### src/rtl/muldiv_pkg.sv
// Shared types and constants for the M-extension multiply/divide sequencer.
package muldiv_pkg;

  localparam int XLEN_DEF = 64;
  localparam int ITER     = 64;

  typedef enum logic [2:0] {
    OP_MUL  = 3'd0,
    OP_DIV  = 3'd1,
    OP_DIVU = 3'd2,
    OP_REM  = 3'd3,
    OP_REMU = 3'd4
  } md_op_t;

  typedef enum logic [2:0] {
    ST_IDLE,
    ST_PREP,
    ST_CALC,
    ST_FIX,
    ST_DONE
  } md_state_t;

  localparam logic [XLEN_DEF-1:0] DIV0_Q  = {XLEN_DEF{1'b1}};
  localparam logic [XLEN_DEF-1:0] INT_MIN = {1'b1, {(XLEN_DEF-1){1'b0}}};

  function automatic logic op_is_signed(input logic [2:0] op);
    return (op == OP_DIV) || (op == OP_REM);
  endfunction

  function automatic logic op_is_div(input logic [2:0] op);
    return (op == OP_DIV) || (op == OP_DIVU) || (op == OP_REM) || (op == OP_REMU);
  endfunction

endpackage

### src/rtl/muldiv_iter.sv
// Registered shift-add multiply / restoring divide datapath; one step per enable.
// Multiply: acc accumulates the product. Divide: acc is the remainder, quo the quotient.
module muldiv_iter #(
  parameter int XLEN = 64
) (
  input  logic            clk,
  input  logic            reset,
  input  logic            load,
  input  logic            step,
  input  logic            is_div,
  input  logic [XLEN-1:0] op_a,
  input  logic [XLEN-1:0] op_b,
  output logic [XLEN-1:0] acc,
  output logic [XLEN-1:0] quo
);

  logic [XLEN-1:0] acc_q, acc_d;
  logic [XLEN-1:0] shq_q, shq_d;   // multiplier bits shifting out / dividend shifting into quotient
  logic [XLEN-1:0] opd_q, opd_d;   // shifted multiplicand / fixed divisor
  logic [XLEN:0]   trial;

  // NOTE: every variable written here gets a default first, otherwise paths that skip an assignment infer latches.
  always_comb begin
    acc_d = acc_q;
    shq_d = shq_q;
    opd_d = opd_q;
    // A negative trial difference shows up as bit XLEN set, since {acc,bit} < 2*divisor.
    trial = {acc_q, shq_q[XLEN-1]} - {1'b0, opd_q};
    if (load) begin
      acc_d = '0;
      shq_d = op_a;
      opd_d = op_b;
    end else if (step) begin
      if (is_div) begin
        if (!trial[XLEN]) begin
          acc_d = trial[XLEN-1:0];
          shq_d = {shq_q[XLEN-2:0], 1'b1};
        end else begin
          acc_d = {acc_q[XLEN-2:0], shq_q[XLEN-1]};
          shq_d = {shq_q[XLEN-2:0], 1'b0};
        end
      end else begin
        acc_d = acc_q + (shq_q[0] ? opd_q : '0);
        shq_d = shq_q >> 1;
        opd_d = opd_q << 1;
      end
    end
  end

  // NOTE: state uses non-blocking assignments so every flop samples pre-edge values.
  always_ff @(posedge clk or posedge reset) begin
    if (reset) begin
      acc_q <= '0;
      shq_q <= '0;
      opd_q <= '0;
    end else begin
      acc_q <= acc_d;
      shq_q <= shq_d;
      opd_q <= opd_d;
    end
  end

  assign acc = acc_q;
  assign quo = shq_q;

endmodule

### src/rtl/muldiv_seq.sv
// Multi-cycle MUL/DIV/DIVU/REM/REMU sequencer with valid/ready handshake and flush.
// Optional MULDIV_EARLY_OUT_EN: special cases skip the 64 CALC iterations.
import muldiv_pkg::*;

module muldiv_seq #(
  parameter int XLEN  = XLEN_DEF,
  parameter int CNT_W = 6
) (
  input  logic            clk,
  input  logic            reset,
  input  logic            in_valid,
  output logic            in_ready,
  input  logic [2:0]      op,
  input  logic [XLEN-1:0] a,
  input  logic [XLEN-1:0] b,
  input  logic            flush,
  output logic            out_valid,
  input  logic            out_ready,
  output logic [XLEN-1:0] result,
  output logic            busy
);

  md_state_t       state_q, state_d;
  logic [2:0]      op_q, op_d;
  logic [XLEN-1:0] a_q, a_d;
  logic [XLEN-1:0] b_q, b_d;
  logic [CNT_W-1:0] counter_q, counter_d;
  logic            q_neg_q, q_neg_d;
  logic            r_neg_q, r_neg_d;
  logic            div0_q, div0_d;
  logic            ovf_q, ovf_d;
  logic [XLEN-1:0] result_q, result_d;

  logic            is_signed, is_div;
  logic            prep_div0, prep_ovf;
  logic [XLEN-1:0] abs_a, abs_b;
  logic [XLEN-1:0] iter_acc, iter_quo;
  logic [XLEN-1:0] fix_res;

  assign is_signed = op_is_signed(op_q);
  assign is_div    = op_is_div(op_q);
  assign prep_div0 = is_div && (b_q == '0);
  assign prep_ovf  = is_signed && (a_q == INT_MIN) && (b_q == DIV0_Q);
  assign abs_a     = (is_signed && a_q[XLEN-1]) ? -a_q : a_q;
  assign abs_b     = (is_signed && b_q[XLEN-1]) ? -b_q : b_q;

  muldiv_iter #(.XLEN(XLEN)) u_iter (
    .clk    (clk),
    .reset  (reset),
    .load   (state_q == ST_PREP),
    .step   (state_q == ST_CALC),
    .is_div (is_div),
    .op_a   (abs_a),
    .op_b   (abs_b),
    .acc    (iter_acc),
    .quo    (iter_quo)
  );

  // Sign correction and special-case overrides applied on the way out of FIX.
  always_comb begin
    fix_res = '0;
    case (op_q)
      OP_MUL: fix_res = iter_acc;
      OP_DIV, OP_DIVU: begin
        if (div0_q)       fix_res = DIV0_Q;
        else if (ovf_q)   fix_res = a_q;
        else if (q_neg_q) fix_res = -iter_quo;
        else              fix_res = iter_quo;
      end
      OP_REM, OP_REMU: begin
        if (div0_q)       fix_res = a_q;
        else if (ovf_q)   fix_res = '0;
        else if (r_neg_q) fix_res = -iter_acc;
        else              fix_res = iter_acc;
      end
      default: fix_res = '0;
    endcase
  end

  always_comb begin
    state_d   = state_q;
    op_d      = op_q;
    a_d       = a_q;
    b_d       = b_q;
    counter_d = counter_q;
    q_neg_d   = q_neg_q;
    r_neg_d   = r_neg_q;
    div0_d    = div0_q;
    ovf_d     = ovf_q;
    result_d  = result_q;
    case (state_q)
      ST_IDLE: begin
        if (in_valid && !flush) begin
          op_d    = op;
          a_d     = a;
          b_d     = b;
          state_d = ST_PREP;
        end
      end
      ST_PREP: begin
        q_neg_d   = is_signed && (a_q[XLEN-1] ^ b_q[XLEN-1]);
        r_neg_d   = is_signed && a_q[XLEN-1];
        div0_d    = prep_div0;
        ovf_d     = prep_ovf;
        counter_d = '0;
        state_d   = ST_CALC;
`ifdef MULDIV_EARLY_OUT_EN
        // FIX forms the special result from the flags, so the result is valid two edges after accept.
        if (prep_div0 || prep_ovf || ((op_q == OP_MUL) && ((a_q == '0) || (b_q == '0))))
          state_d = ST_FIX;
`endif
      end
      ST_CALC: begin
        if (counter_q == {CNT_W{1'b1}}) state_d = ST_FIX;
        else                            counter_d = counter_q + CNT_W'(1);
      end
      ST_FIX: begin
        result_d = fix_res;
        state_d  = ST_DONE;
      end
      ST_DONE: begin
        if (out_ready) state_d = ST_IDLE;
      end
      default: state_d = ST_IDLE;
    endcase
    if (flush && (state_q != ST_IDLE)) state_d = ST_IDLE;
  end

  // NOTE: operand/flag registers are reset too so every output is defined straight out of reset.
  always_ff @(posedge clk or posedge reset) begin
    if (reset) begin
      state_q   <= ST_IDLE;
      op_q      <= '0;
      a_q       <= '0;
      b_q       <= '0;
      counter_q <= '0;
      q_neg_q   <= 1'b0;
      r_neg_q   <= 1'b0;
      div0_q    <= 1'b0;
      ovf_q     <= 1'b0;
      result_q  <= '0;
    end else begin
      state_q   <= state_d;
      op_q      <= op_d;
      a_q       <= a_d;
      b_q       <= b_d;
      counter_q <= counter_d;
      q_neg_q   <= q_neg_d;
      r_neg_q   <= r_neg_d;
      div0_q    <= div0_d;
      ovf_q     <= ovf_d;
      result_q  <= result_d;
    end
  end

  assign in_ready  = (state_q == ST_IDLE);
  assign out_valid = (state_q == ST_DONE);
  assign busy      = (state_q != ST_IDLE);
  assign result    = result_q;

endmodule
### config.mk
export PLATFORM = sky130hd
export DESIGN_NAME = muldiv_seq
export DESIGN_NICKNAME = d
export VERILOG_FILES = /design/src/rtl/muldiv_pkg.sv /design/src/rtl/muldiv_iter.sv /design/src/rtl/muldiv_seq.sv
export SDC_FILE = /design/constraint.sdc
export NUM_CORES = 2
export LEC_CHECK = 0
export CORE_MARGIN = 4
export CORE_UTILIZATION = 40
export DETAILED_ROUTE_END_ITERATION = 8
export GPL_TIMING_DRIVEN = 1
export PLACE_DENSITY_LB_ADDON = 0.2
export SLEW_MARGIN = 25
export SYNTH_ARGS = -nofsm -noshare
export SYNTH_HDL_FRONTEND = slang
export SYNTH_SLANG_ARGS = --single-unit
### constraint.sdc
create_clock -name clk -period 14.1 [get_ports clk]
set_clock_uncertainty 0.2 [all_clocks]
set_input_delay 3.525 -clock clk [delete_from_list [all_inputs] [get_ports clk]]
set_output_delay 3.525 -clock clk [all_outputs]
set_load 0.02 [all_outputs]
==> metrics.yaml <==
setup_path:
  worstPathRequired_ns: 10.38
  crit_fanout: 8
  path_class: "reg2out"
  crit-reg2reg-launch: "u_iter.quo[0]"
  arrival_ns: 2.21
  worst_r2r_path_depth: 15
  worstReg2RegEnd: "u_iter.acc[49]"
  start_kind: "register"
  regToRegSetupSlack_ns: 8.64
  cp-end-kind: "output port"
routing:
  antenna_left: 0
  vias: 32300
  totalWireLength_um: 118000
  drt_first_pass_iters: 8
  drc: 0
  drt_iter0_markers: 3218
  wl_per_cell_um: 22.1
  viasPerCell: 6.07
timing:
  tightestPinTransition_ns: 1.03
  rsz0062_at_grt: "no"
  tns_ns: 0
  fmax_mhz: 169
  min_period_ns: 5.93
  whs_ns: 0.280
  min_period_over_period_pct: 42.1
  setup_viol_count_final: 0
  hold_viol_final: 0
  relSlewSlack_pct: 30.8
  slew_violations: 0
floorplanning:
  fp.dieH_um: 295
  fp.coreArea_mm2: 0.0820
  start_util_pct: 40.3
  io-pin-count: 203
  die-width_um: 295
  dieArea_mm2: 0.0872
  num_rows: 105
clock_network:
  cts_buffers: 50
  cts_sinks: 400
  clk_pin_slew_ns: 0.06
  clockBufferDepth: 3
  cts_root_buf: "clkbuf_16"
  cts_resized: 0
  htreeDepth: 2
  cts_setup_buffers: 0
  cts_tree: "built"
  cts-hold-fix-buffers: 0
  worstSkewPairLatency_ns: 0.62
power:
  total_power_mw: 9.75
  switching_power_mw: 5.04
  p_per_area_mw_per_mm2: 260
  p_int_mw: 4.71
  pwr-share-comb_pct: 59.0
  p_leak_nw: 15.1
  ir_worst_vdd_v: 0.000118
  pwr-share-clk_pct: 13.9
  switching_share_pct: 51.7
  seqPwrFrac_pct: 27.0
placement:
  portBuffers: 202
  hpwl_um: 86100
  place.gp.congestion: 0.951
logic_synthesis:
  netlist.top_cell.by_area: "dfrtp_1"
  synthesis.area_mm2: 0.0330
  synth_cells: 4201
  synth.most_common_cell: "nand2_1"
  synth_top_area_share_pct: 30.3
  synth_edf_count: 0
  synth_nets: 4472
  synth-main-ff-cell: "dfrtp_1"
  ys_seq_area_share_pct: 30.3
  ys_ff_latch: 400
  synth_area_leaders: "dfrtp_1 (30%), nand2_1 (6.8%), o21ai_0 (5.4%)"
  avgSynthCellArea_um2: 7.86
  ys_types: 84
  yosys-top-cells-count: "nand2_1 (602), dfrtp_1 (400), o21ai_0 (354)"
  synthArstFlopShare_pct: 100
  synth_warnings: 0
layout:
  nNetsFinal: 4479
  num-fill-cells: 8257
  diodes: 0
  drive_gt1_share_pct: 7.82
  syn2layout_area_growth_pct: 13.6
min_path:
  hold_path_depth: 2
  hold_end: "result[18]"
  hp-class: "reg2reg"
  min_from: "result[18]"
run_status:
  status: "finished, final reports clean"
run:
  cap_violations: 0
grt:
  grt_overflow: 0
  grt_usage_pct: 26.2
  grt_pass1_vias: 30300
  antenna_found_initial: 1
  grt_pass1_wl_um: 182000
  grt_start_max_net_pins: 202
## cells by family (layout without fill, tap and decap cells)
family	after synthesis	in the layout	share of synthesized area [%]
xor+xnor	339	339	9.00
flops	400	400	30.3
simple gates	1415	1415	19.3
compound gates	1323	1323	25.8
buf+inv	424	468	4.85
mux	165	165	5.53
fa+ha+maj	135	135	5.16
## worst max-delay path, cell delays in order, from the launching register on
cell,delay (ns)
dfrtp_1,0.48
or3_1,0.44
inv_1,0.09
clkdlybuf4s50_1,0.60
## per-layer routing
metal | vias to the layer above | wire length, µm | global-route usage (%)
met3 | 208 | 9930 | 4.67
met2 | 1348 | 48700 | 38.4
met1 | 15400 | 54400 | 38.8
met4 | 2 | 4480 | 9.08
li1 | 15300 | - | -
met5 | - | 12 | 0
## power by group through the flow
| stage | registers, mW | logic, mW | clock network, mW |
|---|---|---|---|
| after global routing | 2.72 | 6.32 | 1.43 |
| after floorplan | 2.23 | 4.23 | 0 |
| after global placement | 2.61 | 5.62 | 0 |
| after CTS | 2.61 | 5.67 | 1.39 |
| final | 2.64 | 5.76 | 1.36 |
| after detailed placement | 2.62 | 5.64 | 0 |
## final cells by class
cell class	count	area, µm²	share of cell area (%)
multi-input combinational	3377	21500	57.3
inverter	124	469	1.25
timing repair buffer	255	2460	6.57
clock inverter	24	343	0.915
sequential	400	10000	26.7
tap	1070	1340	3.57
clock buffer	65	1370	3.65
## through the flow
stage / std cells / utilization, % / worst slack (ns) / cell area, µm²
floorplan: 4201 / - / 4.99 / 33000
global placement: 5226 / 43.6 / 7.69 / 35800
detailed placement: 5226 / 43.6 / 7.71 / 35800
CTS: 5315 / 45.7 / 8.14 / 37500
global route: 5315 / 45.7 / 8.07 / 37500
finish: 5315 / 45.7 / 8.17 / 37500
## sequential cells by signal, summed over array words and instances (netlist names), 3 cells and up
name,flops
result,64
a_q,64
u_iter.quo,64
counter_q,6
u_iter.acc,64
u_iter.opd_q,64
b_q,64
op_q,3
state_q,3
## how the worst max path moves through the flow
stage / from / endpoint / cells after the start
6_report: state_q[1] / in_ready / 3
5_1_grt: reset / b_q[29] / 5
4_1_cts: state_q[1] / in_ready / 3
3_5_place_dp: reset / b_q[52] / 5
3_3_place_gp: reset / u_iter.opd_q[58] / 5
2_1_floorplan: reset / a_q[0] / 1
## cells in the final DEF, fill, tap and decap left out, types with 19 or more instances in the layout
| master | synthesis | layout |
|---|---|---|
| nand4_1 | 50 | 50 |
| a21oi_1 | 308 | 307 |
| o41ai_1 | 29 | 29 |
| clkdlybuf4s50_1 | 0 | 202 |
| a222oi_1 | 19 | 19 |
| nor2b_1 | 23 | 21 |
| clkbuf_16 | 0 | 50 |
| inv_1 | 122 | 121 |
| o221ai_1 | 35 | 35 |
| xor2_1 | 151 | 150 |
| dfrtp_1 | 400 | 397 |
| a21o_1 | 53 | 53 |
| nand2b_1 | 30 | 30 |
| mux2_2 | 139 | 139 |
| a31oi_1 | 89 | 89 |
| nor3_1 | 76 | 75 |
| nand2_1 | 602 | 599 |
| xnor2_1 | 188 | 187 |
| o21a_1 | 20 | 20 |
| or4_1 | 25 | 25 |
| buf_4 | 1 | 49 |
| o211ai_1 | 113 | 113 |
| mux2i_1 | 26 | 26 |
| o31ai_1 | 63 | 63 |
| nand3_1 | 121 | 121 |
| nor4_1 | 43 | 41 |
| a22oi_1 | 37 | 37 |
| ha_1 | 133 | 133 |
| or3_1 | 29 | 29 |
| o21ai_0 | 354 | 354 |
| a22o_1 | 24 | 24 |
| nor2_1 | 344 | 342 |
| a211oi_1 | 29 | 29 |
Note: power is estimated with default switching activity, not from simulation.
